$ cat src/rtl/mem_arbiter.sv
// rtl/mem_arbiter.sv - two-port round-robin arbiter in front of a single data memory
//
// Purpose: serialises accesses from requester 0 (pipeline MEM stage) and
// requester 1 (loader/debug port) onto one data memory. Each transaction is
// IDLE -> ACCESS (WAIT_CYCLES cycles) -> DONE (one-cycle ready pulse).
//
// Ports:
//   clk, rst                 clock, synchronous active-high reset
//   mN_req/we/addr/wdata     requester N access request (held until mN_ready)
//   mN_rdata                 requester N registered read data
//   mN_ready                 requester N one-cycle completion pulse
//   mem_read/mem_write       data memory enables (never both high)
//   mem_address/writedata    latched transaction address / write data
//   mem_readdata             data memory read data
//   busy                     high whenever the FSM is not IDLE
//   grant                    index of the requester owning the transaction
module mem_arbiter #(
    parameter int WAIT_CYCLES = 2
) (
    input  logic        clk,
    input  logic        rst,
    input  logic        m0_req,
    input  logic        m0_we,
    input  logic [9:0]  m0_addr,
    input  logic [31:0] m0_wdata,
    output logic [31:0] m0_rdata,
    output logic        m0_ready,
    input  logic        m1_req,
    input  logic        m1_we,
    input  logic [9:0]  m1_addr,
    input  logic [31:0] m1_wdata,
    output logic [31:0] m1_rdata,
    output logic        m1_ready,
    output logic        mem_read,
    output logic        mem_write,
    output logic [9:0]  mem_address,
    output logic [31:0] mem_writedata,
    input  logic [31:0] mem_readdata,
    output logic        busy,
    output logic        grant
);

    localparam logic [3:0] CNT_LOAD = 4'(WAIT_CYCLES - 1);

    typedef enum logic [1:0] {
        IDLE   = 2'd0,
        ACCESS = 2'd1,
        DONE   = 2'd2
    } state_t;

    state_t      state_q, state_d;
    logic [3:0]  cnt_q, cnt_d;
    logic        last_q, last_d;     // requester granted most recently
    logic        grant_q, grant_d;
    logic        we_q, we_d;
    logic [9:0]  addr_q, addr_d;
    logic [31:0] wdata_q, wdata_d;
    logic [31:0] rdata0_q, rdata0_d;
    logic [31:0] rdata1_q, rdata1_d;
    logic        pick;

    // Tie goes to whoever was not served last; otherwise the lone requester.
    always_comb begin
        if (m0_req && m1_req) begin
            pick = ~last_q;
        end else begin
            pick = m1_req;
        end
    end

    always_comb begin
        state_d  = state_q;
        cnt_d    = cnt_q;
        last_d   = last_q;
        grant_d  = grant_q;
        we_d     = we_q;
        addr_d   = addr_q;
        wdata_d  = wdata_q;
        rdata0_d = rdata0_q;
        rdata1_d = rdata1_q;
        case (state_q)
            IDLE: begin
                if (m0_req || m1_req) begin
                    state_d = ACCESS;
                    grant_d = pick;
                    last_d  = pick;
                    we_d    = pick ? m1_we    : m0_we;
                    addr_d  = pick ? m1_addr  : m0_addr;
                    wdata_d = pick ? m1_wdata : m0_wdata;
                    cnt_d   = CNT_LOAD;
                end
            end
            ACCESS: begin
                if (cnt_q == 4'd0) begin
                    state_d = DONE;
                    if (!we_q) begin
                        if (grant_q) begin
                            rdata1_d = mem_readdata;
                        end else begin
                            rdata0_d = mem_readdata;
                        end
                    end
                end else begin
                    cnt_d = cnt_q - 4'd1;
                end
            end
            DONE: begin
                state_d = IDLE;
            end
            default: begin
                state_d = IDLE;
            end
        endcase
    end

    always_ff @(posedge clk) begin
        if (rst) begin
            state_q  <= IDLE;
            cnt_q    <= 4'd0;
            last_q   <= 1'b1;   // makes requester 0 win the first tie
            grant_q  <= 1'b0;
            we_q     <= 1'b0;
            addr_q   <= 10'd0;
            wdata_q  <= 32'd0;
            rdata0_q <= 32'd0;
            rdata1_q <= 32'd0;
        end else begin
            state_q  <= state_d;
            cnt_q    <= cnt_d;
            last_q   <= last_d;
            grant_q  <= grant_d;
            we_q     <= we_d;
            addr_q   <= addr_d;
            wdata_q  <= wdata_d;
            rdata0_q <= rdata0_d;
            rdata1_q <= rdata1_d;
        end
    end

    // The counter still holds its load value only on the first ACCESS cycle,
    // which is where the single write strobe belongs.
    assign mem_read      = (state_q == ACCESS) && !we_q;
    assign mem_write     = (state_q == ACCESS) && we_q && (cnt_q == CNT_LOAD);
    assign mem_address   = addr_q;
    assign mem_writedata = wdata_q;
    assign m0_ready      = (state_q == DONE) && !grant_q;
    assign m1_ready      = (state_q == DONE) && grant_q;
    assign m0_rdata      = rdata0_q;
    assign m1_rdata      = rdata1_q;
    assign busy          = (state_q != IDLE);
    assign grant         = grant_q;

endmodule

$ cat config.mk
export PLATFORM = sky130hd
export DESIGN_NAME = mem_arbiter
export DESIGN_NICKNAME = d
export VERILOG_FILES = /design/src/rtl/mem_arbiter.sv
export SDC_FILE = /design/constraint.sdc
export NUM_CORES = 1
export LEC_CHECK = 0
export CAP_MARGIN = 20
export CORE_ASPECT_RATIO = 0.75
export CORE_MARGIN = 2
export CORE_UTILIZATION = 40
export DETAILED_ROUTE_END_ITERATION = 10
export HOLD_SLACK_MARGIN = 0.02
export PLACE_DENSITY = 0.8
export SYNTH_ARGS = -nofsm -noshare
export SYNTH_HDL_FRONTEND = slang
export SYNTH_SLANG_ARGS = --single-unit
$ cat constraint.sdc
create_clock -name clk -period 2.1 [get_ports clk]
set_input_delay 0.42 -clock clk [delete_from_list [all_inputs] [get_ports clk]]
set_output_delay 0.42 -clock clk [all_outputs]
set_load 0.01 [all_outputs]
## Word level (Yosys, flattened, before mapping)

Cells that the tools add are included.

- Add/sub/neg operators: 1
- Eq/ne operators: 6
- Multiplexer cells: 10
- Bitwise logic cells: 3
- Reduce and logical (&&, ||, !) cells: 18

Operators by type and width:

| cell | count |
|---|---|
| $mux W32 | 1 |
| $mux W10 | 1 |
| $mux W4 | 2 |
| $pmux W4 S2 | 1 |
| $reduce_and A4 Y1 | 2 |
| $logic_and A1 B1 Y1 | 6 |
| $ne A2 B2 Y1 const B | 3 |
| $eq A4 B1 Y1 const B | 1 |
| $logic_not A4 Y1 | 1 |
| $mux W2 | 2 |
| $pmux W2 S2 | 1 |
| $reduce_and A2 Y1 | 2 |
| $reduce_bool A2 Y1 | 2 |
| $sub A4 B1 Y4 const B | 1 |
| $not A1 Y1 | 3 |
| $reduce_and A3 Y1 | 1 |
| $eq A2 B1 Y1 const B | 1 |
| $eq A2 B2 Y1 const B | 1 |
| $logic_not A1 Y1 | 2 |
| $logic_not A2 Y1 | 1 |
| $mux W1 | 2 |
| $logic_or A1 B1 Y1 | 1 |

- Register bits: 115
- Bits of input ports: 122

## Longest topological paths before layout

Gate-level depths: netlist of the first run.

- Word-level depth: 3
- Mapped depth: 8
- Depth with buffers taken out: 5

## Worst setup path after synthesis of the first run

Ideal clock, no wire load.

- Kind: register to register
- From: reg cnt_q[0]
- To: reg rdata1_q[0] (netlist: m1_rdata[0])
- Arrival time: 1.802 ns
- Data required time: 1.982 ns
- Path slack: 0.180 ns
- Stages on the path, launching flop included: 9
- Buffers on the path: 3
- Clock period less this slack: 1.920 ns
- Path through: dfxtp_1 > inv_1 > ha_1 > or3b_1 > buf_2 > or4_4 > buf_6 > buf_12 > mux2i_1

- Cells in the longest elaborated chain, start to end: 2

Ends and longest elaborated chain:

| what | line | text |
|---|---|---|
| from (decl) | 52 | `logic [3:0] cnt_q, cnt_d;` |
| from (signal assigned) | 129 | `cnt_q <= cnt_d;` |
| $logic_not A4 Y1 | 94 | `if (cnt_q == 4'd0) begin` |
| $reduce_and A4 Y1 (no line) | n/a |  |
| to (signal assigned) | 136 | `rdata1_q <= rdata1_d;` |
| to (decl) | 59 | `logic [31:0] rdata1_q, rdata1_d;` |

Every way passes these cells.
A chain may end at the register's enable or synchronous reset.

## Final worst setup path of the first run

- From: reg cnt_q[0]
- To: reg rdata1_q[21] (netlist: m1_rdata[21])

Same word-level chain as after synthesis.

==> metrics.md, run 1 <==
| Metric | Value |
|---|---|
| Status | finished, final reports clean |
| Data required, critical path | approximately 2.4 ns |
| CP cell instances | inv_1 -> ha_1 -> or3b_1 -> or4_4 -> buf_12 -> mux2i_1 |
| # nets final | 803 |
| Clock Sinks | 115 |
| Seq/Total Area, Yosys | 0.501 |
| Synthesized cell area | 4590 um2 |
| Chip width | 128 um |
| LEAKAGE | 3.10 nW |
| CP max-delay cell | or4_4 |
| Worst slack, placed | approximately 0.034 ns |
| FF-to-FF path depth | 6 |
| Wire length of the first global-routing pass | 21,800 um |
| VDD IR max | around 0.00073 V |
| CP endpoint kind | register |
| Ys flop type | dfxtp_1 |
| Largest area contributor in the netlist | dfxtp_1 |
| H-tree levels | 4 |
| Worst Tran Pin Value | 0.584 ns |
| FF-to-FF End | m1_rdata[21] |
| WHS Path Cells | 2 |
| Synth Area per Inst | between 10 and 15 um2 |
| Hold Crit Class | reg2reg |
| Fillcell total | 821 |
| Largest stage delay, worst path | 0.46 ns |
| Final Max Tran Viols | 0 |
| Yosys top cell area share | 0.501 |
| Reg2Reg Setup Slack | 0.06 ns |
| PD cells | 855 nW/um2 |
| Share of power burned in registers | 0.370 |
| Met1 usage | 0.269 |
| Unrepaired setup endpoints after global routing | false |
| DIE AREA | roughly 12,000 um2 |
| Clock buffer depth | 2 |
| Crit-path leading delay family | simple AND/OR/NAND/NOR gates |
| Post-route ant nets | 0 |
| Initial core utilization | 0.415 |
| Met2 Usage GRT | 0.382 |
| Wire length per cell | 16.5 um |
| Crit start category | register |
| Routed vias/inst | 4.92 |
| Initial antenna violation count | 0 |
| GRT Util Overall | 0.222 |
| Hold path start | m0_rdata[1] |
| Area Overhead vs Synth | 69.1% |
| Synth cell types | 32 |
| Drt first pass iters | 4 |
| Root buffer cell | clkbuf_16 |
| Slew headroom | 0.610 |
| Net Sw Frac | 0.254 |
| Postcts setup bufs | 0 |
| GRT met3 Usage | 0.0559 |
| Io pins | 234 |
| Clock power share | 0.441 |
| Initial DRC count | 151 |
| Post-synth EDFFs | 0 |
| Die Span Y | 96.8 um |
| Final Hold Vio Count | 0 |
| DRT Wirelength | 13,700 um |
| Internal Power | 4.96 mW |
| Period utilisation layout | 0.972 |
| GPL Wtd Cong | 0.816 |
| Crit path time final | 2.04 ns |
| Vias in the first global route | 4,269 |
| Worst r2r src | cnt_q[0] |
| Global route overflow | 0 |
| Mapped Nets | around 570 |
| IO Port Bufs | about 230 |
| CTS Buf Count | 17 |
| Diode count | 0 |
| CP Class | reg2reg |
| Worst Path Arrival | 2.36 ns |
| List of most frequent post-synthesis cells | 115 x dfxtp_1, 107 x mux2i_1, 99 x nand2_1 |
| DRC viols | 0 |
| #FFs+latches synth | 115 |
| Worst skew pair latency | 0.40 ns |
| Worst Hold End | m0_rdata[1] |
| Crit-path max FO | 30 |
| Core region area | 11,100 um2 |
| Clock Skews | around 0.008 ns |
| Crit path launch | cnt_q[0] |
| Count of final setup violators | 0 |
| Switching pwr | 1.68 mW |
| Final worst slack | 0.0597 ns |
| Top cells by area, synth | dfxtp_1 50%, mux2i_1 23%, o2bb2ai_1 8.2%, nand2_1 8.1%, clkbuf_1 1.5% |
| Std cell rows | 33 |
| Layout cells sized above 1 | 0.0809 |
| HPWL after DPL | 9940 um |
| GRT Max-Usage Layer | met2 |
| Most common cell in the netlist | dfxtp_1 |
| CTS clk-pin slew, worst paths | ~0.060 ns |
| Buffers & Inverters on Critical Path | 2 |
| Vias | 4,092 |
| Async SR Flop Fraction | 0 |
| Synth Instances | roughly 440 |
| Final setup TNS | 0 ns |
| Comb pwr share | 0.188 |
| Yosys warns | 0 |
| Post-CTS resize count | 4 |
| Layout Utilization | 0.701 |
| Largest net degree at the start of global routing | 98 |
| Max Clk Rate | 0.490 GHz |
| # Max-Cap Violations | 0 |
| Hold_buf cts | 0 |
| TritonCTS clock tree | built |
## power by group through the flow
stage / clock network, mW / logic, mW / registers [mW]
after global routing: 3.11 / 1.33 / 2.48
after detailed placement: 0 / 1.25 / 2.50
after floorplan: 0 / 0.454 / 2.56
after global placement: 0 / 1.23 / 2.49
after CTS: 2.99 / 1.26 / 2.46
final: 2.93 / 1.25 / 2.46
## layout by cell type (no fill, tap or decap), types with 2 or more instances in the layout
cell type	count
a21oi_1	4
inv_1	5
buf_12	6
bufinv_16	3
dfxtp_1	115
clkbuf_16	17
o21ai_0	3
or3_1	2
nand2b_1	2
mux2i_1	107
nor2_1	3
or4_1	2
buf_4	12
nor3b_1	3
nand2_1	99
dlygate4sd2_1	3
clkdlybuf4s50_1	230
nor4_2	2
nor4_1	2
clkinvlp_4	2
clkinv_4	6
inv_6	2
o2bb2ai_1	43
ha_1	2
## state kept, by name (all words and copies together) (netlist names)
register and flops:
mem_address 10, state_q 2, we_q 1, m1_rdata 32
grant 1, last_q 1, cnt_q 4, mem_writedata 32
m0_rdata 32
## tightest hold or removal path, cell delays in order, from the launching register on
cell and delay, ns:
dfxtp_1 0.31, nand2_1 0.05, mux2i_1 0.05
## layout make-up
cell class                      count  area (um2)  area share
Timing Repair Buffer              251        2540       0.327
Sequential cell                   115        2300       0.297
Multi-Input combinational cell    288        2110       0.272
Clock buffer                       18         429      0.0553
Clock inverter                     14         180      0.0232
Tap cell                          140         175      0.0226
Inverter                            6        22.5     0.00290
## worst max-delay path by stage
stage                                   to  slack (ns)  cells after the start
final                         m1_rdata[21]        0.06                      6
after global routing           m1_rdata[3]       0.003                      6
after CTS                     m1_rdata[21]        0.06                      6
after detailed placement  mem_writedata[0]        0.03                      6
after global placement    mem_writedata[0]        0.07                      6
after floorplan                m1_rdata[0]        0.18                      8
## per-layer routing
metal	part of all wire	wire (um)
met4	0.017	230
met5	0	0
met2	0.50	6910
met3	0.040	547
met1	0.44	6050
## logic make-up (layout without fill, tap and decap cells)
| group | after synthesis | in the layout | share of synthesized area |
|---|---|---|---|
| fa+ha+maj | 2 | 2 | 0.00545 |
| simple gates | 121 | 121 | 0.112 |
| buf+inv | 39 | 289 | 0.0455 |
| compound gates | 58 | 58 | 0.102 |
| flops | 115 | 115 | 0.501 |
| mux | 107 | 107 | 0.233 |
## per-stage QoR
stage	power (mW)	hold WS (ns)	cells	instance area, um2
floorplan	3.02	0.466	442	4590
global placement	3.72	0.442	800	7150
detailed placement	3.75	0.445	800	7150
CTS	6.70	0.457	832	7760
global route	6.93	0.471	832	7760
finish	6.64	0.456	832	7760
Power figures use the tool's default switching activity.
==> run 2: changes to the inputs <==
==> config.mk (replaced) <==
export PLATFORM = sky130hd
export DESIGN_NAME = mem_arbiter
export DESIGN_NICKNAME = d
export VERILOG_FILES = /design/src/rtl/mem_arbiter.sv
export SDC_FILE = /design/constraint.sdc
export NUM_CORES = 1
export LEC_CHECK = 0
export CAP_MARGIN = 30
export CORE_ASPECT_RATIO = 0.75
export CORE_MARGIN = 2
export CORE_UTILIZATION = 30
export CTS_BUF_LIST = sky130_fd_sc_hd__clkbuf_2 sky130_fd_sc_hd__clkbuf_4 sky130_fd_sc_hd__clkbuf_8
export DETAILED_ROUTE_END_ITERATION = 10
export HOLD_SLACK_MARGIN = 0.02
export SYNTH_ARGS = -nofsm -noshare
export SYNTH_HDL_FRONTEND = slang
export SYNTH_SLANG_ARGS = --single-unit
==> run 2 against run 1 <==
Net effect:
- clock-buffer cell count rose by 5
- non-clock buffer count fell by 3
- clock power fell by 22%
- fmax rose by 2.3%
- first-iteration DRC count fell by 4.0%
- flip-flop and latch count did not move
- cell count rose by 7.3%
- global-route usage fell by 6.0 points
- die area rose by 32%
- design area fell by 1.1%
- sequential power barely moved
- largest cell class unchanged
- largest power group is now registers
==> metrics.md, run 2 (same netlist as run 1, synthesis figures left out) <==
| Metric | Value |
|---|---|
| Diode count | 0 (unchanged) |
| Post-route ant nets | 0 (unchanged) |
| Layout Cells excl Fill | 893 (+7.3%) |
| Layout Utilization | 0.509 (-0.192) |
| DRC viols | 0 (unchanged) |
| GRT Util Overall | 0.162 (-0.0603) |
| Postcts setup bufs | 0 (unchanged) |
| CP Class | reg2out |
| CTS Buf Count | 17 (unchanged) |
| Dpl cell area | 7220 um2 (+1.0%) |
| Global route overflow | 0 (unchanged) |
| Layout cells sized above 1 | 0.0799 (-0.000983) |
| Drt first pass iters | 4 (unchanged) |
| Commonest non-fill, non-tap cells in the layout | 230 x clkdlybuf4s50_1, 114 x dfxtp_1, 107 x mux2i_1 |
| HPWL after DPL | 9850 um (-0.89%) |
| Crit path time final | 2.00 ns (-0.0450 ns) |
| Crit start category | register |
| Io pins | 234 (unchanged) |
| Worst Tran Pin Value | 0.647 ns (+0.0628 ns) |
| Routed vias/inst | 4.50 (-8.4%) |
| DIE AREA | 16,300 um2 (+32%) |
| H-tree levels | 4 (unchanged) |
| Fillcell total | 1,319 (+61%) |
| Clock buffer depth | 2 (unchanged) |
| Clock Sinks | 115 (unchanged) |
| Initial antenna violation count | 0 (unchanged) |
| Hold_buf cts | 0 (unchanged) |
| Hold Crit Class | reg2reg |
| Unrepaired setup endpoints after global routing | false |
| Largest net degree at the start of global routing | 98 (unchanged) |
| Initial DRC count | 145 (-4.0%) |
| DRT Wirelength | 13,200 um (-3.6%) |
| Chip width | 147 um (+15%) |
| VDD IR max | 0.000376 V (-49%) |
| Wire length per cell | 14.8 um (-10%) |
| Data required, critical path | 1.68 ns (-0.74 ns) |
| IO Port Bufs | 233 (unchanged) |
| CP endpoint kind | output port |
| Placed insts | 862 (+7.8%) |
| GPL Wtd Cong | 0.756 (-7.4%) |
| Post-Layout Inst Area | 7680 um2 (-1.1%) |
| Root buffer cell | clkbuf_8 |
| CTS clk-pin slew, worst paths | 0.07 ns (about the same) |
| Initial core utilization | 0.304 (-0.110) |
| Final Hold Vio Count | 0 (unchanged) |
| CP max-delay cell | clkdlybuf4s50_1 |
| Max Clk Rate | 0.501 GHz (+2.3%) |
| CP cell instances | nor3b_1 -> clkdlybuf4s50_1 |
| Vias | 4,022 (-1.7%) |
| PD cells | 782 nW/um2 (-8.6%) |
| # Max-Cap Violations | 0 (unchanged) |
| Slew headroom | 0.568 (-0.0420) |
| Core region area | 15,100 um2 (+36%) |
| Register area | 2300 um2 (about the same) |
| TritonCTS clock tree | built |
| Worst skew pair latency | 0.42 ns (+0.02 ns) |
| Vias in the first global route | 4,141 (-3.0%) |
| Wire length of the first global-routing pass | 21,200 um (-2.6%) |
| Count of final setup violators | 0 (unchanged) |
| LEAKAGE | 3.01 nW (-3.0%) |
| Commonest non-fill, non-tap cell in the layout | clkdlybuf4s50_1 |
| Die Span Y | 111 um (+15%) |
| Final Max Tran Viols | 0 (unchanged) |
| Multi-input logic area | 2120 um2 (+0.12%) |
| Period utilisation layout | 0.950 (-0.0215) |
| Status | finished, final reports clean |
| Clock Skews | 0.0120 ns (+0.00408 ns) |
| Crit-path max FO | 6 (-80%) |
| Largest stage delay, worst path | 0.61 ns (+0.15 ns) |
| # nets final | 800 (-0.37%) |
| Std cell rows | 39 (+18%) |
| Final setup TNS | 0 ns (unchanged) |
| Area Overhead vs Synth | 67.2% |
| Worst Path Arrival | 1.58 ns (-0.78 ns) |
[run 2: changes by cell type in the layout (fill, tap and decap cells not counted), moves of 2 or more]
| cell | previous run | this run |
|---|---|---|
| buf_4 | 12 | 8 |
| clkbuf_16 | 17 | 0 |
| clkbuf_4 | 0 | 3 |
| clkbuf_8 | 0 | 20 |
| clkinv_4 | 6 | 0 |
| clkinvlp_4 | 2 | 4 |
| inv_6 | 2 | 0 |
[run 2: routing by layer]
layer | wire (um) | vias to the layer above | GRT usage
li1 | - | 2020 | -
met1 | 6070 | 1874 | 0.209
met2 | 6170 | 103 | 0.254
met3 | 651 | 25 | 0.0399
met4 | 348 | 0 | 0.0757
met5 | 0 | - | 0
[run 2: worst max-delay path, delay by kind of cell, from the launching register on]
family / cells / cell delay (ns)
flip-flops: 1 / 0.36
buffers and inverters: 1 / 0.61
AND/OR/NAND/NOR: 1 / 0.20
[run 2: cell type report]
type,count,area share
Inverter,6,0.00293
Multi-Input combinational cell,288,0.276
Timing Repair Buffer,248,0.330
Tap cell,205,0.0334
Clock buffer,23,0.0388
Sequential cell,115,0.300
Clock inverter,8,0.0196
[run 2: timing repair]
action / in CTS / in global routing
endpoints found under the hold margin: 0 / 0
resized for setup: 5 / 2
endpoints found under the setup margin: 3 / 36
[run 2: worst paths after layout]
path / endpoint / startpoint / slack [ns] / cells past startpoint
hold / removal: m0_rdata[22] / m0_rdata[22] / 0.45 / 2
setup / recovery: m0_ready / grant / 0.10 / 2
hold reg to reg: m0_rdata[22] / m0_rdata[22] / 0.45 / 2
setup reg to reg: m1_rdata[8] / cnt_q[0] / 0.11 / 6
[run 2: through the flow]
stage                     hold slack (ns)  setup WS, ns  total power [mW]
after floorplan                     0.466         0.180              3.02
after global placement              0.443         0.176              3.74
after detailed placement            0.446         0.110              3.76
after CTS                           0.459        0.0551              6.10
after global routing                0.474      0.000743              6.29
final                               0.454         0.105              6.00
[run 2: power by group]
part / switching [mW] / internal [mW] / total, mW
Combinational: 0.527 / 0.724 / 1.25
Sequential: 0.0955 / 2.36 / 2.45
Clock: 0.879 / 1.42 / 2.30
Total: 1.50 / 4.50 / 6.00
==> run 3: changes to the inputs <==
==> constraint.sdc (replaced) <==
create_clock -name clk -period 2.1 [get_ports clk]
set_input_delay 0.42 -clock clk [delete_from_list [all_inputs] [get_ports clk]]
set_output_delay 0.42 -clock clk [all_outputs]
set_load 0.1 [all_outputs]
==> run 3 against run 2 <==
Net effect:
- clock skew fell by 0.0039 ns
- global-route usage rose by 0.47 points
- utilization fell by 1.8 points
- flip-flop and latch count did not move
- total power rose by 13%
- sequential power barely moved
- combinational power rose by 86%
- critical path depth rose by 4
- clock-buffer cell count did not move
- cell count fell by 0.45%
- register-to-register slack got worse by 0.02 ns
- critical path type is now reg2reg
- largest cell class is now sequential cells
- largest power group unchanged
==> metrics.md, run 3 (same netlist as run 1, synthesis figures left out) <==
| Metric | Value |
|---|---|
| CTS Buf Count | 17 (unchanged) |
| Count of final setup violators | 0 (unchanged) |
| Clock buffer depth | 2 (unchanged) |
| Layout cells sized above 1 | 0.249 (+0.169) |
| LEAKAGE | 3.21 nW (+6.8%) |
| Root buffer cell | clkbuf_8 |
| Hold Crit Class | reg2reg |
| Largest stage delay, worst path | 0.46 ns (-0.15 ns) |
| Commonest non-fill, non-tap cell in the layout | clkdlybuf4s50_1 |
| Worst Tran Pin Value | 0.620 ns (-0.0268 ns) |
| Wire length per cell | 15.2 um (+2.8%) |
| Final Hold Vio Count | 0 (unchanged) |
| Buffers & Inverters on Critical Path | 2 (+1) |
| CP endpoint kind | register |
| H-tree levels | 4 (unchanged) |
| Drt first pass iters | 4 (unchanged) |
| Crit path time final | 2.01 ns (+0.0141 ns) |
| Core region area | 15,100 um2 (unchanged) |
| Die Span Y | 111 um (unchanged) |
| CP Class | reg2reg |
| Std cell rows | 39 (unchanged) |
| Commonest non-fill, non-tap cells in the layout | 121 x clkdlybuf4s50_1, 113 x buf_4, 112 x dfxtp_1 |
| Unrepaired setup endpoints after global routing | false |
| Fillcell total | 1,402 (+6.3%) |
| Data required, critical path | 2.40 ns (+0.72 ns) |
| Worst Path Arrival | 2.31 ns (+0.73 ns) |
| DRC viols | 0 (unchanged) |
| Reg2Reg Setup Slack | 0.09 ns (-0.02 ns) |
| Largest net degree at the start of global routing | 63 (-36%) |
| Io pins | 234 (unchanged) |
| Hold_buf cts | 0 (unchanged) |
| Final setup TNS | 0 ns (unchanged) |
| Vias in the first global route | 4,115 (-0.63%) |
| Postcts setup bufs | 0 (unchanged) |
| Final Max Tran Viols | 0 (unchanged) |
| Global route overflow | 0 (unchanged) |
| PD cells | 915 nW/um2 (+17%) |
| Clock Sinks | 115 (unchanged) |
| DRT Wirelength | 13,600 um (+2.4%) |
| Wire length of the first global-routing pass | 21,400 um (+0.72%) |
| VDD IR max | 0.000421 V (+12%) |
| Chip width | 147 um (unchanged) |
| Final worst slack | 0.0907 ns (-0.0141 ns) |
| # nets final | 798 (-0.25%) |
| Vias | 4,052 (+0.75%) |
| GPL Wtd Cong | 0.823 (+8.9%) |
| # Max-Cap Violations | 0 (unchanged) |
| TritonCTS clock tree | built |
| CTS clk-pin slew, worst paths | 0.07 ns (about the same) |
| Post-route ant nets | 0 (unchanged) |
| IO Port Bufs | 233 (unchanged) |
| Max Clk Rate | 0.498 GHz (-0.70%) |
| Crit start category | register |
| Share of power burned in registers | 0.363 (-0.045) |
| Worst skew pair latency | 0.42 ns (about the same) |
| Status | finished, final reports clean |
| Multi-input logic area | 2150 um2 (+1.4%) |
| Worst r2r src | cnt_q[0] |
| GRT Util Overall | 0.167 (+0.00473) |
| Slew headroom | 0.586 (+0.0179) |
| Worst slack, placed | 0.114 ns (+0.00391 ns) |
| HPWL after DPL | 10,000 um (+1.8%) |
| Net Sw Frac | 0.382 (+0.132) |
| Internal Power | 4.20 mW (-6.8%) |
| CP cell instances | inv_1 -> ha_1 -> or3b_1 -> or4_4 -> buf_12 -> mux2i_1 |
| Crit-path leading delay family | simple AND/OR/NAND/NOR gates |
| Layout Utilization | 0.492 (-0.0176) |
| Hold path start | m0_rdata[5] |
| Initial core utilization | 0.304 (unchanged) |
| Area Overhead vs Synth | 61.5% |
| Register area | 2310 um2 (+0.22%) |
| Crit-path max FO | 30 (+24) |
| Crit path launch | cnt_q[0] |
| Switching pwr | 2.59 mW (+72%) |
| Initial DRC count | 140 (-3.4%) |
| CP max-delay cell | or4_4 |
| Comb pwr share | 0.343 (+0.135) |
| Routed vias/inst | 4.56 (+1.2%) |
| Diode count | 0 (unchanged) |
| Clock power share | 0.294 (-0.089) |
| DIE AREA | 16,300 um2 (unchanged) |
| Period utilisation layout | 0.957 (+0.00670) |
| Clock Skews | 0.00810 ns (-0.00386 ns) |
| Initial antenna violation count | 0 (unchanged) |
-- run 3: path summary, 6_finish.rpt --
kind,cells after the start,end
worst max-delay path,6,m1_rdata[20]
worst min-delay path,2,m0_rdata[5]
worst max register to register,6,m1_rdata[20]
worst min register to register,2,m0_rdata[5]
-- run 3: stage by stage --
stage | cell area (um2) | total power [mW] | hold slack [ns] | std cells
final | 7410 | 6.78 | 0.458 | 889
after global routing | 7410 | 7.09 | 0.478 | 889
after CTS | 7410 | 6.88 | 0.461 | 889
after detailed placement | 7030 | 4.84 | 0.448 | 860
after global placement | 7030 | 4.82 | 0.444 | 860
after floorplan | 4630 | 4.14 | 0.466 | 442
-- run 3: final cells by class --
type / instances / share of cell area
Sequential cell: 115 / 0.311
Timing Repair Buffer: 246 / 0.310
Multi-Input combinational cell: 288 / 0.290
Clock buffer: 23 / 0.0402
Tap cell: 205 / 0.0346
Clock inverter: 6 / 0.0108
Inverter: 6 / 0.00304
-- run 3: worst reg2reg max path: stages (launching register included) --
cell and delay, ns:
dfxtp_1 0.32, inv_1 0.09, ha_1 0.19, or3b_1 0.45, or4_4 0.46, buf_12 0.19
mux2i_1 0.18
-- run 3: metal layers --
metal | up-vias | track usage | share of wire
li1 | 2017 | - | -
met1 | 1909 | 0.207 | 0.45
met2 | 107 | 0.269 | 0.48
met3 | 19 | 0.0523 | 0.050
met4 | 0 | 0.0680 | 0.020
met5 | - | 0 | 0
-- run 3: what timing repair did --
item | in CTS | in global routing
setup endpoints to repair | 1 | 1
pin swaps | 0 | 1
resized for setup | 1 | 4
-- run 3: power by group through the flow --
stage                     registers, mW  logic [mW]  clock network [mW]
after floorplan                    3.62       0.520                   0
after global placement             2.50        2.32                   0
after detailed placement           2.51        2.34                   0
after CTS                          2.46        2.34                2.08
after global routing               2.48        2.42                2.19
final                              2.46        2.33                1.99
